$ cat src/rtl/serial_subtractor_if.sv
// Start/operand request and busy/done/result response of the bit-serial subtractor.
interface serial_subtractor_if #(
  parameter int WIDTH = 8
);
  logic             start;
  logic [WIDTH-1:0] a;
  logic [WIDTH-1:0] b;
  logic             bin;
  logic             busy;
  logic             done;
  logic [WIDTH-1:0] d;
  logic             bout;
  logic             ovf;

  modport master (
    output start, a, b, bin,
    input  busy, done, d, bout, ovf
  );

  modport slave (
    input  start, a, b, bin,
    output busy, done, d, bout, ovf
  );
endinterface

$ cat src/rtl/serial_subtractor.sv
// Bit-serial subtractor: computes a - b - bin one bit per cycle, LSB first.
// state | meaning
// IDLE  | waiting for start; last result held on d/bout/ovf
// SHIFT | processing bit cnt_q of the operands
// DONE  | one-cycle result strobe; start here chains the next operation
module serial_subtractor #(
  parameter int WIDTH = 8
) (
  input  logic               clk,
  input  logic               rst,
  serial_subtractor_if.slave bus
);

  localparam int CNT_W = (WIDTH > 1) ? $clog2(WIDTH) : 1;
  localparam logic [CNT_W-1:0] LAST_BIT = CNT_W'(WIDTH - 1);

  typedef enum logic [1:0] {
    IDLE  = 2'd0,
    SHIFT = 2'd1,
    DONE  = 2'd2
  } state_e;

  state_e           state_q, state_d;
  logic [WIDTH-1:0] a_sr_q, a_sr_d;
  logic [WIDTH-1:0] b_sr_q, b_sr_d;
  logic [WIDTH-2:0] res_q, res_d;
  logic [WIDTH-1:0] d_q, d_d;
  logic [CNT_W-1:0] cnt_q, cnt_d;
  logic             brw_q, brw_d;
  logic             bout_q, bout_d;
  logic             ovf_q, ovf_d;

  logic             x_bit;
  logic             y_bit;
  logic             diff_bit;
  logic             brw_next;
  logic             last_bit;

  always_comb begin
    x_bit    = a_sr_q[0];
    y_bit    = b_sr_q[0];
    diff_bit = x_bit ^ y_bit ^ brw_q;
    brw_next = (~x_bit & y_bit) | (~(x_bit ^ y_bit) & brw_q);
    last_bit = (cnt_q == LAST_BIT);
  end

  always_comb begin
    state_d = state_q;
    a_sr_d  = a_sr_q;
    b_sr_d  = b_sr_q;
    res_d   = res_q;
    d_d     = d_q;
    cnt_d   = cnt_q;
    brw_d   = brw_q;
    bout_d  = bout_q;
    ovf_d   = ovf_q;

    case (state_q)
      IDLE, DONE: begin
        if (state_q == DONE) begin
          state_d = IDLE;
        end
        if (bus.start) begin
          state_d = SHIFT;
          a_sr_d  = bus.a;
          b_sr_d  = bus.b;
          brw_d   = bus.bin;
          res_d   = '0;
          cnt_d   = '0;
        end
      end

      SHIFT: begin
        a_sr_d = a_sr_q >> 1;
        b_sr_d = b_sr_q >> 1;
        brw_d  = brw_next;
        // Partial result keeps only the low WIDTH-1 bits; the MSB is the live diff bit.
        res_d  = (WIDTH-1)'({diff_bit, res_q} >> 1);
        cnt_d  = cnt_q + CNT_W'(1);
        if (last_bit) begin
          state_d = DONE;
          cnt_d   = '0;
          d_d     = {diff_bit, res_q};
          bout_d  = brw_next;
          ovf_d   = (x_bit != y_bit) && (diff_bit != x_bit);
        end
      end

      default: begin
        state_d = IDLE;
      end
    endcase
  end

  always_ff @(posedge clk) begin
    if (rst) begin
      state_q <= IDLE;
      a_sr_q  <= '0;
      b_sr_q  <= '0;
      res_q   <= '0;
      d_q     <= '0;
      cnt_q   <= '0;
      brw_q   <= 1'b0;
      bout_q  <= 1'b0;
      ovf_q   <= 1'b0;
    end else begin
      state_q <= state_d;
      a_sr_q  <= a_sr_d;
      b_sr_q  <= b_sr_d;
      res_q   <= res_d;
      d_q     <= d_d;
      cnt_q   <= cnt_d;
      brw_q   <= brw_d;
      bout_q  <= bout_d;
      ovf_q   <= ovf_d;
    end
  end

  assign bus.busy = (state_q == SHIFT);
  assign bus.done = (state_q == DONE);
  assign bus.d    = d_q;
  assign bus.bout = bout_q;
  assign bus.ovf  = ovf_q;

endmodule

$ cat src/flat_wrapper.sv
// flat-port wrapper written by rule: the top's interface ports become plain ports
module serial_subtractor_flat 
#(
  parameter int WIDTH = 8
)
  (clk, rst, bus_start, bus_a, bus_b, bus_bin, bus_busy, bus_done, bus_d, bus_bout, bus_ovf);
  serial_subtractor_if #(.WIDTH(WIDTH)) bus_i ();
  input  logic clk;
  input  logic rst;
  input wire logic [$bits(bus_i.start)-1:0] bus_start;
  input wire logic [$bits(bus_i.a)-1:0] bus_a;
  input wire logic [$bits(bus_i.b)-1:0] bus_b;
  input wire logic [$bits(bus_i.bin)-1:0] bus_bin;
  output wire logic [$bits(bus_i.busy)-1:0] bus_busy;
  output wire logic [$bits(bus_i.done)-1:0] bus_done;
  output wire logic [$bits(bus_i.d)-1:0] bus_d;
  output wire logic [$bits(bus_i.bout)-1:0] bus_bout;
  output wire logic [$bits(bus_i.ovf)-1:0] bus_ovf;
  assign bus_i.start = bus_start;
  assign bus_i.a = bus_a;
  assign bus_i.b = bus_b;
  assign bus_i.bin = bus_bin;
  assign bus_busy = bus_i.busy;
  assign bus_done = bus_i.done;
  assign bus_d = bus_i.d;
  assign bus_bout = bus_i.bout;
  assign bus_ovf = bus_i.ovf;
  serial_subtractor #(.WIDTH(WIDTH)) u_core (.clk(clk), .rst(rst), .bus(bus_i));
endmodule
$ cat config.mk
export PLATFORM = sky130hd
export DESIGN_NAME = serial_subtractor_flat
export DESIGN_NICKNAME = d
export VERILOG_FILES = /design/src/rtl/serial_subtractor_if.sv /design/src/rtl/serial_subtractor.sv /design/src/flat_wrapper.sv
export SDC_FILE = /design/constraint.sdc
export NUM_CORES = 1
export LEC_CHECK = 0
export ABC_CLOCK_PERIOD_IN_PS = 1500
export BUFFER_PORTS_ARGS = -buffer_cell sky130_fd_sc_hd__buf_4
export CAP_MARGIN = 0
export CORE_MARGIN = 2
export CORE_UTILIZATION = 39
export CTS_CLUSTER_SIZE = 8
export DETAILED_ROUTE_END_ITERATION = 8
export SETUP_SLACK_MARGIN = 0.2
export SYNTH_ARGS = -nofsm -noshare
export SYNTH_HDL_FRONTEND = slang
export SYNTH_SLANG_ARGS = --single-unit
$ cat constraint.sdc
create_clock -name clk -period 1.5 [get_ports clk]
set_input_delay 0.225 -clock clk [delete_from_list [all_inputs] [get_ports clk]]
set_output_delay 0.225 -clock clk [all_outputs]
set_load 0.02 [all_outputs]
After elaboration in Yosys (flattened, before gate mapping)
Index checks and enable logic that the tools add are counted.

Input port bits: 20. Word-level logic and storage cells: 47. Register bits: 39. Output and inout bits: 12.

$add $sub $neg: 1. Reduce and logical (&&, ||, !) cells: 7. Equality and inequality tests: 8. Muxes and demuxes: 15. Bitwise logic cells: 7.

Operators by type and width (count): one-hot mux 8 bit (2 select lines) (2); two-way mux 8 bit (2); one-hot mux 7 bit (2 select lines) (1); two-way mux 7 bit (1); two-way mux 2 bit (3); two-way mux 3 bit (2); one-hot mux 3 bit (2 select lines) (1); AND reduction 2 bit (3); one-hot mux 2 bit (2 select lines) (1); adder 3 x 1 -> 3 bit (second input constant) (1); equality test 3 bit (second input constant) (1); != test 3 bit (second input constant) (1); bitwise AND 1 bit (2); equality test 2 x 1 -> 1 bit (second input constant) (1); equality test 2 bit (second input constant) (1); zero test 2 bit (1); != test 1 bit (2); != test 2 x 1 -> 1 bit (second input constant) (1); != test 2 bit (second input constant) (1); NOT 1 bit (2); one-hot mux 1 bit (2 select lines) (1); nonzero test 2 bit (1); OR reduction 2 bit (1); XOR 1 bit (2); 3 further kinds (3).

Longest topological paths before layout
Gate-level depths: netlist (run 1).

Word-level depth: 5. Gate-level depth with buffers: 6. Gate-level depth less buffers: 5.

Least setup slack after synthesis (run 1)
Ideal clock, no wire load.

Path type: register to register. Start: reg u_core.b_sr_q[0]. End: reg u_core.ovf_q (netlist: u_core.bus.ovf). Setup slack: 0.003 ns. Data required time: 1.430 ns. Buffers on the path: 0. Period minus slack after synthesis: 1.497 ns. Stages on the path, launching flop included: 6. Library setup time: 0.070 ns. Arrival: 1.426 ns. Cell sequence: dfxtp_1 -> inv_1 -> fa_1 -> xnor2_1 -> or3_1 -> a21oi_1.

Longest elaborated chain between the ends: 4. Elaborated cells between the ends (all ways): 5. Classes of those cells: eq/ne (2); bitwise (2); reduce/logical (1).

RTL lines: start, declared (line serial_subtractor.sv:25) `logic [WIDTH-1:0] b_sr_q, b_sr_d;`; start signal, assigned (line serial_subtractor.sv:109) `b_sr_q <= b_sr_d;`; XOR 1 bit (2 in series) (line serial_subtractor.sv:42) `diff_bit = x_bit ^ y_bit ^ brw_q;`; net u_core.diff_bit (line serial_subtractor.sv:35) `logic diff_bit;`; != test 1 bit (line serial_subtractor.sv:85) `ovf_d = (x_bit != y_bit) && (diff_bit != x_bit);`; logical AND 1 bit (line serial_subtractor.sv:85); end signal, assigned (line serial_subtractor.sv:115) `ovf_q <= ovf_d;`; end, declared (line serial_subtractor.sv:31) `logic ovf_q, ovf_d;`.

The timed path passes the listed nets, and every way through them passes these cells. A chain may end at the register's enable or synchronous reset.

Final worst setup path (run 1)
Same ends and word-level chain as after synthesis.

==> results of run 1 <==
-- repair_timing --
item                                    in CTS  in global routing
endpoints found under the setup margin      12                 28
resized for setup                            5                 23
buffers inserted                             0                  7
cloned                                       0                  0
pin swaps                                    1                  4
-- flip-flops by register name, indices dropped and copies added, names as in the netlist --
name             flops
u_core.a_sr_q        8
u_core.b_sr_q        8
u_core.brw_q         1
u_core.bus.bout      1
u_core.bus.d         8
u_core.bus.ovf       1
u_core.cnt_q         3
u_core.res_q         7
u_core.state_q       2
-- layout make-up --
cell class / count / area share [%]
sequential: 39 / 36.4
timing repair buffer: 46 / 17.7
inverter: 4 / 0.806
multi-input combinational: 138 / 37.6
clock buffer: 8 / 4.61
tap: 50 / 2.88
-- per-layer routing --
layer | global-route usage, % | routed length, um | up-vias | share of wire [%]
met4 | 7.19 | 70 | 0 | 2.0
met3 | 3.95 | 154 | 8 | 4.5
met2 | 23.2 | 1580 | 33 | 46
li1 | - | - | 740 | -
met1 | 19.1 | 1630 | 653 | 47
met5 | 0 | 0 | - | 0
-- critical path, cell delays in order, from the launching register on --
cell and delay, ps:
dfxtp_2 340, inv_2 40, fa_1 500, xnor2_1 130, or3_1 300, a21oi_1 120
-- kinds of logic after synthesis --
kind of cell	share of synthesized area (%)
compound gates	17.9
xor+xnor	0.530
fa+ha+maj	3.48
buf+inv	6.88
flops	47.2
simple gates	24.1
-- power groups by stage --
stage	combinational (mW)	sequential, mW	clock, mW
after floorplan	0.210	1.13	0
after global placement	0.308	1.14	0
after detailed placement	0.307	1.14	0
after CTS	0.310	1.12	0.802
after global routing	0.369	1.13	0.840
final	0.331	1.12	0.772
-- final timing paths --
check / depth (start not counted) / slack (ps) / endpoint
setup / recovery: 5 / 10 / u_core.bus.ovf
hold / removal: 3 / 180 / u_core.b_sr_q[7]
setup reg to reg: 5 / 10 / u_core.bus.ovf
hold reg to reg: 2 / 450 / u_core.bus.d[3]
-- cells in the final DEF (no fill, tap or decap) --
cell	n
buf_6	4
nor2b_1	2
dfxtp_4	1
dfxtp_1	33
clkbuf_1	1
and3b_2	1
ha_1	1
ha_4	2
buf_4	40
nand2_1	48
or3_1	1
nor2_1	18
a311oi_1	8
nand2b_4	1
a211oi_1	1
inv_2	2
fa_1	1
nand2_2	7
dfxtp_2	5
nand3_1	12
nor4b_2	1
inv_4	1
buf_12	2
a21oi_1	21
clkbuf_8	7
nand3b_1	2
a2bb2oi_1	1
o21a_1	1
nand2b_1	1
inv_1	1
a311oi_2	6
xnor2_1	1
a31oi_1	1
==> run metrics, run 1 <==
status=finished, final reports clean; Final TNS setup=0 ps; min-delay src=bus_b[7]; FMAX=slightly below 700 MHz; critical path type=flip-flop to flip-flop; post-synthesis net count=~220; Hold Worst Slack=~180 ps; clock power share=a little over a third; Seq cells post-synth=39; Finish-stage setup viols=0; Gate Count Post-Synth=roughly 200; Slew Viols, Final=0; CTS Sinks=39; DP Worst Slack=-0.668 ps; Worst EP arrival=1710 ps; Final period util=99.1%; grt total ovfl=0; synthesized area per cell=around 8.4 um^2; P_sw=about 550 uW; DR iter-0 viols=between 60 and 70; placed cells=270; cell area after synthesis=about 0.0017 mm^2; Synth area leaders=dfxtp_1 (47%), nand2_1 (12%), a21oi_1 (6.4%); async set-reset flop share out of synthesis=0%; PortBufs=31; clk_skew=approximately 4.3 ps; CTS HTree Levels=2; largest net degree at the start of global routing=40; # fillers=slightly below 400; Worst slew margin=roughly 71%; Post-Layout Cell Count=roughly 290; Core ar.=approximately 0.0040 mm^2; vias in the first global route=roughly 1300; Ys Warns=0; routed len/inst=about 12 um; area occupied by multi-input gates=817 um^2; gr usage total=14.9%; Tot Pwr=between 2 and 2.5 mW; Root Buffer=clkbuf_8; Synth top area share=between 40% and 50%; Worst Path Required=between 1500 and 2000 ps; RSZ-0062 raised after global routing=true; global placement routability congestion=0.671; worst setup path start=u_core.b_sr_q[0]; CTS buffer count=5; DR pass1 iterations=4; # rows=23; Hold/Removal Path Class=input pin to flip-flop; fin crit period=1490 ps; Antenna Nets Post-Route=0; Via Count=~1400; Final Instance Area=between 0.002 and 0.0025 mm^2; internal power=between 1.5 and 2 mW; drt via density=roughly 5.0; Unique masters post-synth=26; register area share after synthesis=between 40% and 50%; Die W=69.1 um; TritonCTS clock tree=yes; final core occ=a little over half; top-count cell post-synth=nand2_1; critical path startpoint category=flip-flop; Clock Pin Slew Worst Setup and Hold Paths=~70 ps; EDFF count, synth=0; Synth area leader=dfxtp_1; final-report hold violation count=0; Initial Utilization=41.1%; top_reg_cell synth=dfxtp_1; setup ws final=about 14 ps; wire length of the first global-routing pass=about 5.8 mm; Area Growth Syn to Fin=31.4%; max cap viols=0; Synth top cells by count=nand2_1 (55), dfxtp_1 (39), a21oi_1 (21), nor2_1 (18), nand3_1 (12); DRC viols=0; Worst Tran Pin Value=~430 ps; clk_lat worst skew=290 ps; Peak VDD IR=around 580 uV; Chip Height=between 60 and 70 um; antenna cells=0; switching share of total power=between 20% and 30%; Power Dens Cells=around 1000 mW/mm^2; Leakage=about 0.85 nW; # IOs=32; die area=between 0.004 and 0.005 mm^2; CTS Buffer Depth=2; Post-DP Area=0.00194 mm^2; R2R Path Start=u_core.b_sr_q[0]; Gate power share=approximately 15%; Routed WL=approximately 3.4 mm; antenna violations before repair=0; crit path max fanout=2; CP Capture Type=flip-flop; dpl hpwl=around 2.1 mm; Hold-fix buffers, CTS=0; register share of total power=approximately half; fin nets=258; register area=791 um^2; share of cells above drive strength 1=approximately a third
(Power assumes the default switching activity.)
==> inputs of run 2 (changes only) <==
--- a/config.mk
+++ b/config.mk
@@ -5,14 +5,13 @@
 export SDC_FILE = /design/constraint.sdc
 export NUM_CORES = 1
 export LEC_CHECK = 0
-export ABC_CLOCK_PERIOD_IN_PS = 1500
 export BUFFER_PORTS_ARGS = -buffer_cell sky130_fd_sc_hd__buf_4
 export CAP_MARGIN = 0
 export CORE_MARGIN = 2
 export CORE_UTILIZATION = 39
 export CTS_CLUSTER_SIZE = 8
 export DETAILED_ROUTE_END_ITERATION = 8
-export SETUP_SLACK_MARGIN = 0.2
+export SETUP_SLACK_MARGIN = 0.1
 export SYNTH_ARGS = -nofsm -noshare
 export SYNTH_HDL_FRONTEND = slang
 export SYNTH_SLANG_ARGS = --single-unit
==> run 2 against run 1 <==
Effect of this change: total power is 0.83% lower; utilization down 2.9 points; worst hold slack got worse by 2.8 ps; cell area shrank 5.3%; die area is the same; clock skew increased by 1.8 ps; critical path depth did not move; register-to-register slack about the same; wire length down 1.9%; global-route usage rose by 0.17 points; worst setup slack improved by 13 ps.
==> run metrics, run 2 (synthesized netlist as in run 1, its figures left out) <==
status=finished, final reports clean; DRC viols=0 (unchanged); CTS Sinks=39 (unchanged); # rows=23 (unchanged); CTS Buffer Depth=2 (unchanged); Root Buffer=clkbuf_8; Peak VDD IR=591 uV (+1.9%); gr usage total=15.1% (+0.17 points); DR pass1 iterations=4 (unchanged); R2R setup slack=30 ps (about the same); Antenna Nets Post-Route=0 (unchanged); Hold Crit Endpoint=u_core.a_sr_q[7]; CP Capture Type=flip-flop; Area Growth Syn to Fin=24.4%; FF-to-FF End=u_core.bus.ovf; Worst slew margin=70.4% (-0.83 points); Chip Height=69.1 um (unchanged); Hold/Removal Path Class=input pin to flip-flop; clk_lat worst skew=300 ps (about the same); Finish-stage setup viols=0 (unchanged); critical path startpoint category=flip-flop; wire length of the first global-routing pass=5.77 mm (-1.2%); final core occ=51.1% (-2.9 points); fin nets=251 (-2.7%); share of cells above drive strength 1=26.8% (-7.3 points); R2R cell count=5 (unchanged); most common cell after layout, fill and taps aside=nand2_1; CTS buffer count=5 (unchanged); grt total ovfl=0 (unchanged); Worst Path Required=1730 ps (about the same); Final period util=98.2% (-0.84 points); antenna cells=0 (unchanged); routed len/inst=12.1 um (+0.58%); Core ar.=0.00403 mm^2 (unchanged); clk_skew=6.08 ps (+1.82 ps); fin crit period=1470 ps (-12.6 ps); Worst EP arrival=1710 ps (about the same); Worst Tran Pin Value=444 ps (+12.5 ps); most frequent cells in the layout=nand2_1 (55), buf_4 (36), dfxtp_1 (35); CTS HTree Levels=2 (unchanged); max cap viols=0 (unchanged); Final Instance Area=0.00206 mm^2 (-5.3%); global placement routability congestion=0.671 (about the same); Die W=69.1 um (unchanged); DR iter-0 viols=90 (+41%); final-report hold violation count=0 (unchanged); PortBufs=31 (unchanged); Slew Viols, Final=0 (unchanged); Clock Pin Slew Worst Setup and Hold Paths=70 ps (about the same); vias in the first global route=1282 (-2.0%); min-delay src=bus_a[7]; RSZ-0062 raised after global routing=true; antenna violations before repair=0 (unchanged); Post-DP Area=0.00193 mm^2 (-0.39%); Via Count=1399 (-2.4%); Power Dens Cells=1070 mW/mm^2 (+4.7%); drt via density=5.03 (about the same); Hold Path Cell Cnt=3 (unchanged); largest net degree at the start of global routing=44 (+10%); Initial Utilization=41.1% (unchanged); Tot Pwr=2.21 mW (-0.83%); Leakage=0.802 nW (-5.6%); FMAX=679 MHz (+0.85%); critical path type=flip-flop to flip-flop; TritonCTS clock tree=yes; Routed WL=3.37 mm (-1.9%); crit path max fanout=2 (unchanged); die area=0.00478 mm^2 (unchanged); # IOs=32 (unchanged); dpl hpwl=2.09 mm (-1.2%); Hold Worst Slack=173 ps (-2.77 ps); R2R Path Start=u_core.brw_q
run 2: cell count changes in the layout (fill, tap and decap cells not counted), sizes merged:
cell,change
and3b,+1
buf,-8
inv,-1
clkinv,+1
run 2: how the worst max path moves through the flow:
stage | endpoint | start | depth (start not counted)
after floorplan | u_core.bus.ovf | u_core.b_sr_q[0] | 5
after global placement | u_core.bus.ovf | u_core.b_sr_q[0] | 5
after detailed placement | u_core.bus.ovf | u_core.brw_q | 5
after CTS | u_core.bus.ovf | u_core.b_sr_q[0] | 5
after global routing | u_core.bus.ovf | u_core.brw_q | 5
final | u_core.bus.ovf | u_core.brw_q | 5
run 2: metal layers:
| layer | vias to the layer above | wire [um] | GRT usage (%) |
|---|---|---|---|
| met5 | - | 0 | 0 |
| met4 | 0 | 57 | 7.19 |
| met3 | 6 | 174 | 5.41 |
| met2 | 35 | 1490 | 22.2 |
| met1 | 633 | 1650 | 19.5 |
| li1 | 725 | - | - |
run 2: power by group:
part	switching (mW)	internal [mW]
Combinational	0.161	0.144
Clock	0.362	0.420
Sequential	0.0313	1.09
run 2: worst max-delay path, cell delays in order, from the launching register on:
cell	delay (ps)
dfxtp_2	340
inv_2	40
fa_1	500
xnor2_1	130
or3_1	300
a21oi_1	110
run 2: what timing repair did:
action / 4_1_cts / 5_1_grt
hold buffers: 0 / 0
pin swaps: 0 / 2
setup buffers: 0 / 0
endpoints found under the setup margin: 5 / 7
cloned: 0 / 1
resized for setup: 3 / 7
run 2: layout make-up:
type / instances / area [um^2]
inverter: 4 / 20.0
clock buffer: 8 / 100
multi-input combinational: 139 / 779
fill: 404 / 1970
timing repair buffer: 38 / 310
sequential: 39 / 786
tap: 50 / 62.6
run 2: per-stage QoR:
stage                     setup TNS (ps)  std cells  setup WS, ps
after global placement                 0        269          51.2
after floorplan                        0        197          26.3
after global routing               -74.0        278         -74.0
final                                  0        278          26.6
after CTS                              0        277          15.1
after detailed placement               0        269          31.5
